$ cat src/rtl/engagement_sequencer_if.sv
// Engagement sequencer bus: mission request, radar handshake, scan
// configuration and sequencer status grouped for a single port.
interface engagement_sequencer_if;
  logic        mission_start;
  logic [1:0]  ARTAU_state;
  logic        threat_detected;
  logic        safe_to_engage;
  logic        emergency_landing_alert;
  logic [15:0] scan_interval;
  logic [7:0]  scan_limit;
  logic        scan_for_target;
  logic        engage_fire;
  logic        abort;
  logic        mission_active;
  logic [7:0]  scan_count;
  logic [2:0]  seq_state;

  modport slave (
    input  mission_start, ARTAU_state, threat_detected, safe_to_engage,
           emergency_landing_alert, scan_interval, scan_limit,
    output scan_for_target, engage_fire, abort, mission_active,
           scan_count, seq_state
  );

  modport master (
    output mission_start, ARTAU_state, threat_detected, safe_to_engage,
           emergency_landing_alert, scan_interval, scan_limit,
    input  scan_for_target, engage_fire, abort, mission_active,
           scan_count, seq_state
  );
endinterface

$ cat src/rtl/engagement_sequencer.sv
// Engagement sequencer: issues radar scans, evaluates results, commands
// engagement after enough confirming scans, aborts on weather emergency
// or radar watchdog timeout. All outputs are registered.
// Optional macro SEQ_DUAL_CONFIRM_EN: two consecutive confirming scans are
// needed before ENGAGE (default: one).
module engagement_sequencer #(
  parameter int unsigned WDOG_CYCLES = 1000
) (
  input  logic                  CLK,
  input  logic                  RST,
  engagement_sequencer_if.slave bus
);

  typedef enum logic [2:0] {
    S_IDLE   = 3'd0,
    S_SCAN   = 3'd1,
    S_WAIT   = 3'd2,
    S_HOLD   = 3'd3,
    S_ENGAGE = 3'd4,
    S_ABORT  = 3'd5
  } state_e;

`ifdef SEQ_DUAL_CONFIRM_EN
  localparam logic [1:0] CONFIRM_REQ = 2'd2;
`else
  localparam logic [1:0] CONFIRM_REQ = 2'd1;
`endif

  // Last watchdog count value at which WAIT is still tolerated.
  localparam logic [31:0] WDOG_LAST = 32'(WDOG_CYCLES) - 32'd1;

  state_e      state_q, state_d;
  logic [7:0]  scan_count_q, scan_count_d;
  logic [1:0]  confirm_q, confirm_d;
  logic        busy_q, busy_d;
  logic [31:0] wdog_q, wdog_d;
  logic [15:0] ivl_q, ivl_d;
  logic        scan_q, engage_q, abort_q, active_q;
  logic        done_s;
  logic [1:0]  confirm_inc_s;
  logic        interval_done_s;
  logic        limit_hit_s;

  function automatic logic [7:0] sat_inc8(input logic [7:0] v);
    return (v == 8'hFF) ? v : v + 8'd1;
  endfunction

  assign done_s          = busy_q && (bus.ARTAU_state == 2'b00);
  assign confirm_inc_s   = confirm_q + 2'd1;
  assign interval_done_s = ({1'b0, ivl_q} + 17'd1) >= {1'b0, bus.scan_interval};
  assign limit_hit_s     = (bus.scan_limit != 8'd0) && (scan_count_q == bus.scan_limit);

  // Next-state and counter update; alert outranks mission drop, which
  // outranks the normal flow.
  always_comb begin
    state_d      = state_q;
    scan_count_d = scan_count_q;
    confirm_d    = confirm_q;
    busy_d       = busy_q;
    wdog_d       = wdog_q;
    ivl_d        = ivl_q;
    case (state_q)
      S_IDLE: begin
        if (bus.mission_start && !bus.emergency_landing_alert) begin
          state_d      = S_SCAN;
          scan_count_d = 8'd1;
          confirm_d    = 2'd0;
        end else begin
          state_d = S_IDLE;
        end
      end
      S_SCAN: begin
        if (bus.emergency_landing_alert) begin
          state_d = S_ABORT;
        end else if (!bus.mission_start) begin
          state_d = S_IDLE;
        end else begin
          state_d = S_WAIT;
          busy_d  = 1'b0;
          wdog_d  = 32'd0;
        end
      end
      S_WAIT: begin
        if (bus.emergency_landing_alert) begin
          state_d = S_ABORT;
        end else if (!bus.mission_start) begin
          state_d = S_IDLE;
        end else if (done_s) begin
          ivl_d = 16'd0;
          if (bus.threat_detected && bus.safe_to_engage) begin
            confirm_d = confirm_inc_s;
            if (confirm_inc_s == CONFIRM_REQ) begin
              state_d = S_ENGAGE;
            end else begin
              state_d = S_HOLD;
            end
          end else begin
            confirm_d = 2'd0;
            state_d   = S_HOLD;
          end
        end else if (wdog_q >= WDOG_LAST) begin
          state_d = S_ABORT;
        end else begin
          wdog_d = wdog_q + 32'd1;
          if (bus.ARTAU_state != 2'b00) begin
            busy_d = 1'b1;
          end else begin
            busy_d = busy_q;
          end
        end
      end
      S_HOLD: begin
        if (bus.emergency_landing_alert) begin
          state_d = S_ABORT;
        end else if (!bus.mission_start) begin
          state_d = S_IDLE;
        end else if (limit_hit_s) begin
          state_d = S_IDLE;
        end else if (interval_done_s) begin
          state_d      = S_SCAN;
          scan_count_d = sat_inc8(scan_count_q);
        end else begin
          ivl_d = ivl_q + 16'd1;
        end
      end
      S_ENGAGE: begin
        if (bus.emergency_landing_alert) begin
          state_d = S_ABORT;
        end else begin
          state_d = S_IDLE;
        end
      end
      S_ABORT: begin
        if (!bus.emergency_landing_alert && !bus.mission_start) begin
          state_d = S_IDLE;
        end else begin
          state_d = S_ABORT;
        end
      end
      default: begin
        state_d = S_IDLE;
      end
    endcase
  end

  // State, counters and outputs registered together; outputs follow the
  // state being entered so pulses line up with the SCAN/ENGAGE cycles.
  always_ff @(posedge CLK) begin
    if (RST) begin
      state_q      <= S_IDLE;
      scan_count_q <= 8'd0;
      confirm_q    <= 2'd0;
      busy_q       <= 1'b0;
      wdog_q       <= 32'd0;
      ivl_q        <= 16'd0;
      scan_q       <= 1'b0;
      engage_q     <= 1'b0;
      abort_q      <= 1'b0;
      active_q     <= 1'b0;
    end else begin
      state_q      <= state_d;
      scan_count_q <= scan_count_d;
      confirm_q    <= confirm_d;
      busy_q       <= busy_d;
      wdog_q       <= wdog_d;
      ivl_q        <= ivl_d;
      scan_q       <= (state_d == S_SCAN);
      engage_q     <= (state_d == S_ENGAGE);
      abort_q      <= (state_d == S_ABORT);
      active_q     <= (state_d != S_IDLE) && (state_d != S_ABORT);
    end
  end

  assign bus.scan_for_target = scan_q;
  assign bus.engage_fire     = engage_q;
  assign bus.abort           = abort_q;
  assign bus.mission_active  = active_q;
  assign bus.scan_count      = scan_count_q;
  assign bus.seq_state       = state_q;

endmodule
$ cat src/flat_wrapper.sv
// flat-port wrapper written by rule: the top's interface ports become plain ports
module engagement_sequencer_flat 
#(
  parameter int unsigned WDOG_CYCLES = 1000
)
  (CLK, RST, bus_mission_start, bus_ARTAU_state, bus_threat_detected, bus_safe_to_engage, bus_emergency_landing_alert, bus_scan_interval, bus_scan_limit, bus_scan_for_target, bus_engage_fire, bus_abort, bus_mission_active, bus_scan_count, bus_seq_state);
  engagement_sequencer_if bus_i ();
  input  logic CLK;
  input  logic RST;
  input wire logic [$bits(bus_i.mission_start)-1:0] bus_mission_start;
  input wire logic [$bits(bus_i.ARTAU_state)-1:0] bus_ARTAU_state;
  input wire logic [$bits(bus_i.threat_detected)-1:0] bus_threat_detected;
  input wire logic [$bits(bus_i.safe_to_engage)-1:0] bus_safe_to_engage;
  input wire logic [$bits(bus_i.emergency_landing_alert)-1:0] bus_emergency_landing_alert;
  input wire logic [$bits(bus_i.scan_interval)-1:0] bus_scan_interval;
  input wire logic [$bits(bus_i.scan_limit)-1:0] bus_scan_limit;
  output wire logic [$bits(bus_i.scan_for_target)-1:0] bus_scan_for_target;
  output wire logic [$bits(bus_i.engage_fire)-1:0] bus_engage_fire;
  output wire logic [$bits(bus_i.abort)-1:0] bus_abort;
  output wire logic [$bits(bus_i.mission_active)-1:0] bus_mission_active;
  output wire logic [$bits(bus_i.scan_count)-1:0] bus_scan_count;
  output wire logic [$bits(bus_i.seq_state)-1:0] bus_seq_state;
  assign bus_i.mission_start = bus_mission_start;
  assign bus_i.ARTAU_state = bus_ARTAU_state;
  assign bus_i.threat_detected = bus_threat_detected;
  assign bus_i.safe_to_engage = bus_safe_to_engage;
  assign bus_i.emergency_landing_alert = bus_emergency_landing_alert;
  assign bus_i.scan_interval = bus_scan_interval;
  assign bus_i.scan_limit = bus_scan_limit;
  assign bus_scan_for_target = bus_i.scan_for_target;
  assign bus_engage_fire = bus_i.engage_fire;
  assign bus_abort = bus_i.abort;
  assign bus_mission_active = bus_i.mission_active;
  assign bus_scan_count = bus_i.scan_count;
  assign bus_seq_state = bus_i.seq_state;
  engagement_sequencer #(.WDOG_CYCLES(WDOG_CYCLES)) u_core (.CLK(CLK), .RST(RST), .bus(bus_i));
endmodule
$ cat config.mk
export PLATFORM = sky130hd
export DESIGN_NAME = engagement_sequencer_flat
export DESIGN_NICKNAME = d
export VERILOG_FILES = /design/src/rtl/engagement_sequencer_if.sv /design/src/rtl/engagement_sequencer.sv /design/src/flat_wrapper.sv
export SDC_FILE = /design/constraint.sdc
export NUM_CORES = 1
export LEC_CHECK = 0
export CAP_MARGIN = 30
export CORE_ASPECT_RATIO = 1.75
export CORE_UTILIZATION = 25
export CTS_CLUSTER_SIZE = 20
export DETAILED_ROUTE_END_ITERATION = 16
export PLACE_DENSITY = 0.4
export SLEW_MARGIN = 5
export SYNTH_ARGS = -nofsm -noshare
export SYNTH_HDL_FRONTEND = slang
export SYNTH_SLANG_ARGS = --single-unit
$ cat constraint.sdc
create_clock -name CLK -period 4.3 [get_ports CLK]
set_input_delay 0.86 -clock CLK [delete_from_list [all_inputs] [get_ports CLK]]
set_output_delay 0.86 -clock CLK [all_outputs]
set_load 0.02 [all_outputs]
==> impl_metrics.json <==
{
  "dp_cells": 672,
  "drive_gt1_share_pct": 8.07,
  "cts_tree": "built",
  "maxCapViolCount": 0,
  "wirelength_microns": 10900,
  "path_common_cell": "nand3_1",
  "die_w_microns": 93.7,
  "cp_max_fo": 7,
  "grt_pass1_vias": 3338,
  "yosys_warnings": 0,
  "slew_viol_final": 0,
  "rrSetupSlack_ns": 0.33,
  "die-area_sq_um": 15200,
  "syn-cell-area_sq_um": 3680,
  "fin_ws_ns": 0.331,
  "grt_max_degree": 24,
  "hold_viol_final": 0,
  "rsz0062_at_grt": "false",
  "setup_viol": 0,
  "power_density_nw_per_um2": 305,
  "postSynthNetCount": 503,
  "power_leakage_uw": 0.00181,
  "p_seq_share_pct": 43.7,
  "antenna_found_initial": 0,
  "whs_endpoint": "u_core.wdog_q[31]",
  "worst_slew_pin_slew_ns": 0.583,
  "reg2reg_from": "u_core.ivl_q[1]",
  "fmax_mhz": 252,
  "cts_buffers": 9,
  "power_frac_comb_pct": 8.5,
  "rows": 58,
  "slowest_stage": "or4b_2",
  "clk_latency_ns": 0.34,
  "first_pass_iters": 4,
  "slew-limit-headroom_pct": 61.0,
  "switching_power_uw": 349,
  "hold_path_depth": 1,
  "cp_cell_sequence": "ha_2 > nand3_2 > nor3_2 > and2_1 > nand3_1 > nor2_1 > xnor2_1 > inv_1 > ha_1 > nand3_1 > or3_1 > a311oi_2 > nand4b_1 > a41oi_2 > or4b_2 > nand2_1",
  "syn_inst": 451,
  "min_from": "u_core.wdog_q[31]",
  "initial_core_util_pct": 25.6,
  "io_buffers": 46,
  "worst_setup_path_end_kind": "flip-flop",
  "synth-seq-cells": 66,
  "syn_to_final_growth_pct": 27.2,
  "synth_edf_count": 0,
  "core_sq_um": 14400,
  "drt_iter0_markers": 107,
  "hpwl_microns": 8340,
  "fin_tns_setup_ns": 0,
  "critPathKind": "reg -> reg",
  "ys.flop_type": "dfxtp_1",
  "globalplace.congestion": 0.829,
  "reg2regPathDepth": 16,
  "pwr-share-clk_pct": 47.8,
  "async_reset_ff_share_pct": 0,
  "grt_first_pass_wirelength_microns": 17300,
  "p_int_uw": 1080,
  "diodes": 0,
  "synth_cell_types": 54,
  "startpoint_type": "flip-flop",
  "wire_per_inst_microns": 15.9,
  "yosysSeqAreaShare_pct": 35.9,
  "period_minus_slack_ns": 3.97,
  "fin_util_pct": 32.6,
  "total_power_uw": 1430,
  "cts_sinks": 66,
  "max-vdd-ir-drop_mv": 0.165,
  "grt_use_total_pct": 15.0,
  "dieHeight_microns": 163,
  "fin_crit_sh_pct": 92.3,
  "crit_path_max_incr_delay_ns": 0.67,
  "gr-total-overflow": 0,
  "rr_endpoint": "u_core.bus.scan_count[7]",
  "worstPathRequired_ns": 4.58,
  "via_count": 3463,
  "status": "finished clean",
  "root_buffer": "clkbuf_16",
  "cp.arrival_ns": 4.25,
  "dpl_worst_slack_ns": 0.125,
  "avgViaCountPerCell": 5.03,
  "io_pins": 47,
  "path_clk_slew_ns": 0.06,
  "avgSynthCellArea_sq_um": 8.16,
  "p_sw_share_pct": 24.5,
  "htreeDepth": 3,
  "ant_nets": 0,
  "drc": 0,
  "cts_buffer_depth": 2,
  "fin_nets": 555,
  "skew_ns": 0.00728,
  "finalNonFillerCells": 688,
  "min_path_type": "reg -> reg"
}
layer usage:
layer | GRT usage (%) | vias to the layer above | wire length, microns
met1 | 16.1 | 1638 | 4260
met2 | 27.4 | 72 | 5990
li1 | - | 1735 | -
met5 | 0 | - | 0
met3 | 2.24 | 18 | 294
met4 | 8.18 | 0 | 394
repair_timing:
| item | in CTS | in global routing |
|---|---|---|
| resized for setup | 0 | 5 |
| setup buffers | 0 | 0 |
| hold buffers | 0 | 0 |
| hold endpoints to repair | 0 | 0 |
| setup endpoints to repair | 0 | 21 |
worst max path at each step:
stage | startpoint | to | depth (start not counted)
6_report | u_core.ivl_q[1] | u_core.bus.scan_count[7] | 16
5_1_grt | u_core.ivl_q[1] | u_core.bus.scan_count[3] | 17
4_1_cts | u_core.ivl_q[1] | u_core.bus.scan_count[7] | 16
3_5_place_dp | u_core.ivl_q[1] | u_core.bus.scan_count[7] | 16
3_3_place_gp | u_core.ivl_q[1] | u_core.bus.scan_count[7] | 16
2_1_floorplan | u_core.ivl_q[0] | u_core.ivl_q[6] | 17
cell usage after synthesis, drive strengths merged (10+ instances only):
cell type	count	area, sq um
a21oi	29	145
and2	17	106
and3	10	62.6
clkbuf	13	48.8
dfxtp	66	1320
ha	20	250
inv	24	90.1
nand2	32	120
nand3	23	115
nor2	56	210
o21ai	18	90.1
o31ai	10	75.1
xnor2	19	166
sequential cells by signal, indices dropped and copies added, names as in the netlist:
signal,count
u_core.bus.scan_for_target,1
u_core.ivl_q,16
u_core.bus.mission_active,1
u_core.bus.scan_count,8
u_core.bus.engage_fire,1
u_core.wdog_q,32
u_core.bus.seq_state,3
u_core.bus.abort,1
u_core.confirm_q,2
u_core.busy_q,1
layout make-up:
cell class	count	area [sq um]
tap	180	225
sequential	66	1320
timing repair buffer	56	536
inverter	24	90.1
fill	1552	9680
multi-input combinational	346	2240
clock inverter	5	30.0
clock buffer	11	243
critical path, delay by kind of cell (launching register included):
| kind | cells | cell delay (ns) |
|---|---|---|
| XOR/XNOR | 1 | 0.15 |
| flip-flops | 1 | 0.39 |
| AO/OA/AOI/OAI | 2 | 0.48 |
| buffers and inverters | 1 | 0.07 |
| adder cells (fa/ha/maj) | 2 | 0.54 |
| AND/OR/NAND/NOR | 10 | 2.28 |
metrics by stage:
stage | hold slack (ns) | instance area (sq um)
2_1_floorplan | 0.418 | 3680
3_3_place_gp | 0.444 | 4390
3_5_place_dp | 0.447 | 4390
4_1_cts | 0.464 | 4660
5_1_grt | 0.478 | 4680
6_report | 0.459 | 4680
layout by cell type, fill, tap and decap left out, types with 6 or more instances in the layout:
master | netlist | layout
clkdlybuf4s50_1 | 0 | 46
and3_1 | 10 | 10
xnor2_1 | 19 | 19
nand4_1 | 8 | 8
and2_1 | 16 | 16
or3_1 | 8 | 8
nor3_1 | 8 | 7
dfxtp_1 | 66 | 66
buf_4 | 0 | 10
nor2b_1 | 6 | 6
nand3_1 | 23 | 22
o311ai_0 | 9 | 9
nor2_1 | 56 | 56
inv_1 | 24 | 24
a31oi_1 | 9 | 9
clkbuf_16 | 0 | 9
nand2b_1 | 6 | 6
ha_1 | 20 | 19
nor4_1 | 7 | 7
nand2_1 | 32 | 32
o31ai_1 | 10 | 10
a21oi_1 | 29 | 29
o21ai_0 | 17 | 17
xor2_1 | 9 | 9
logic make-up after synthesis:
kind of cell    synth area share, %
flops                          35.9
fa+ha+maj                      6.80
compound gates                 18.3
simple gates                   27.5
xor+xnor                       6.66
mux                           0.816
buf+inv                        4.01
power by group through the flow:
stage | Sequential [uW] | Clock [uW] | Combinational, uW
after floorplan | 640 | 0 | 55.4
after global placement | 638 | 0 | 122
after detailed placement | 638 | 0 | 122
after CTS | 624 | 701 | 123
after global routing | 625 | 730 | 133
final | 624 | 683 | 121
No activity file was read; power rests on OpenSTA's default activity.
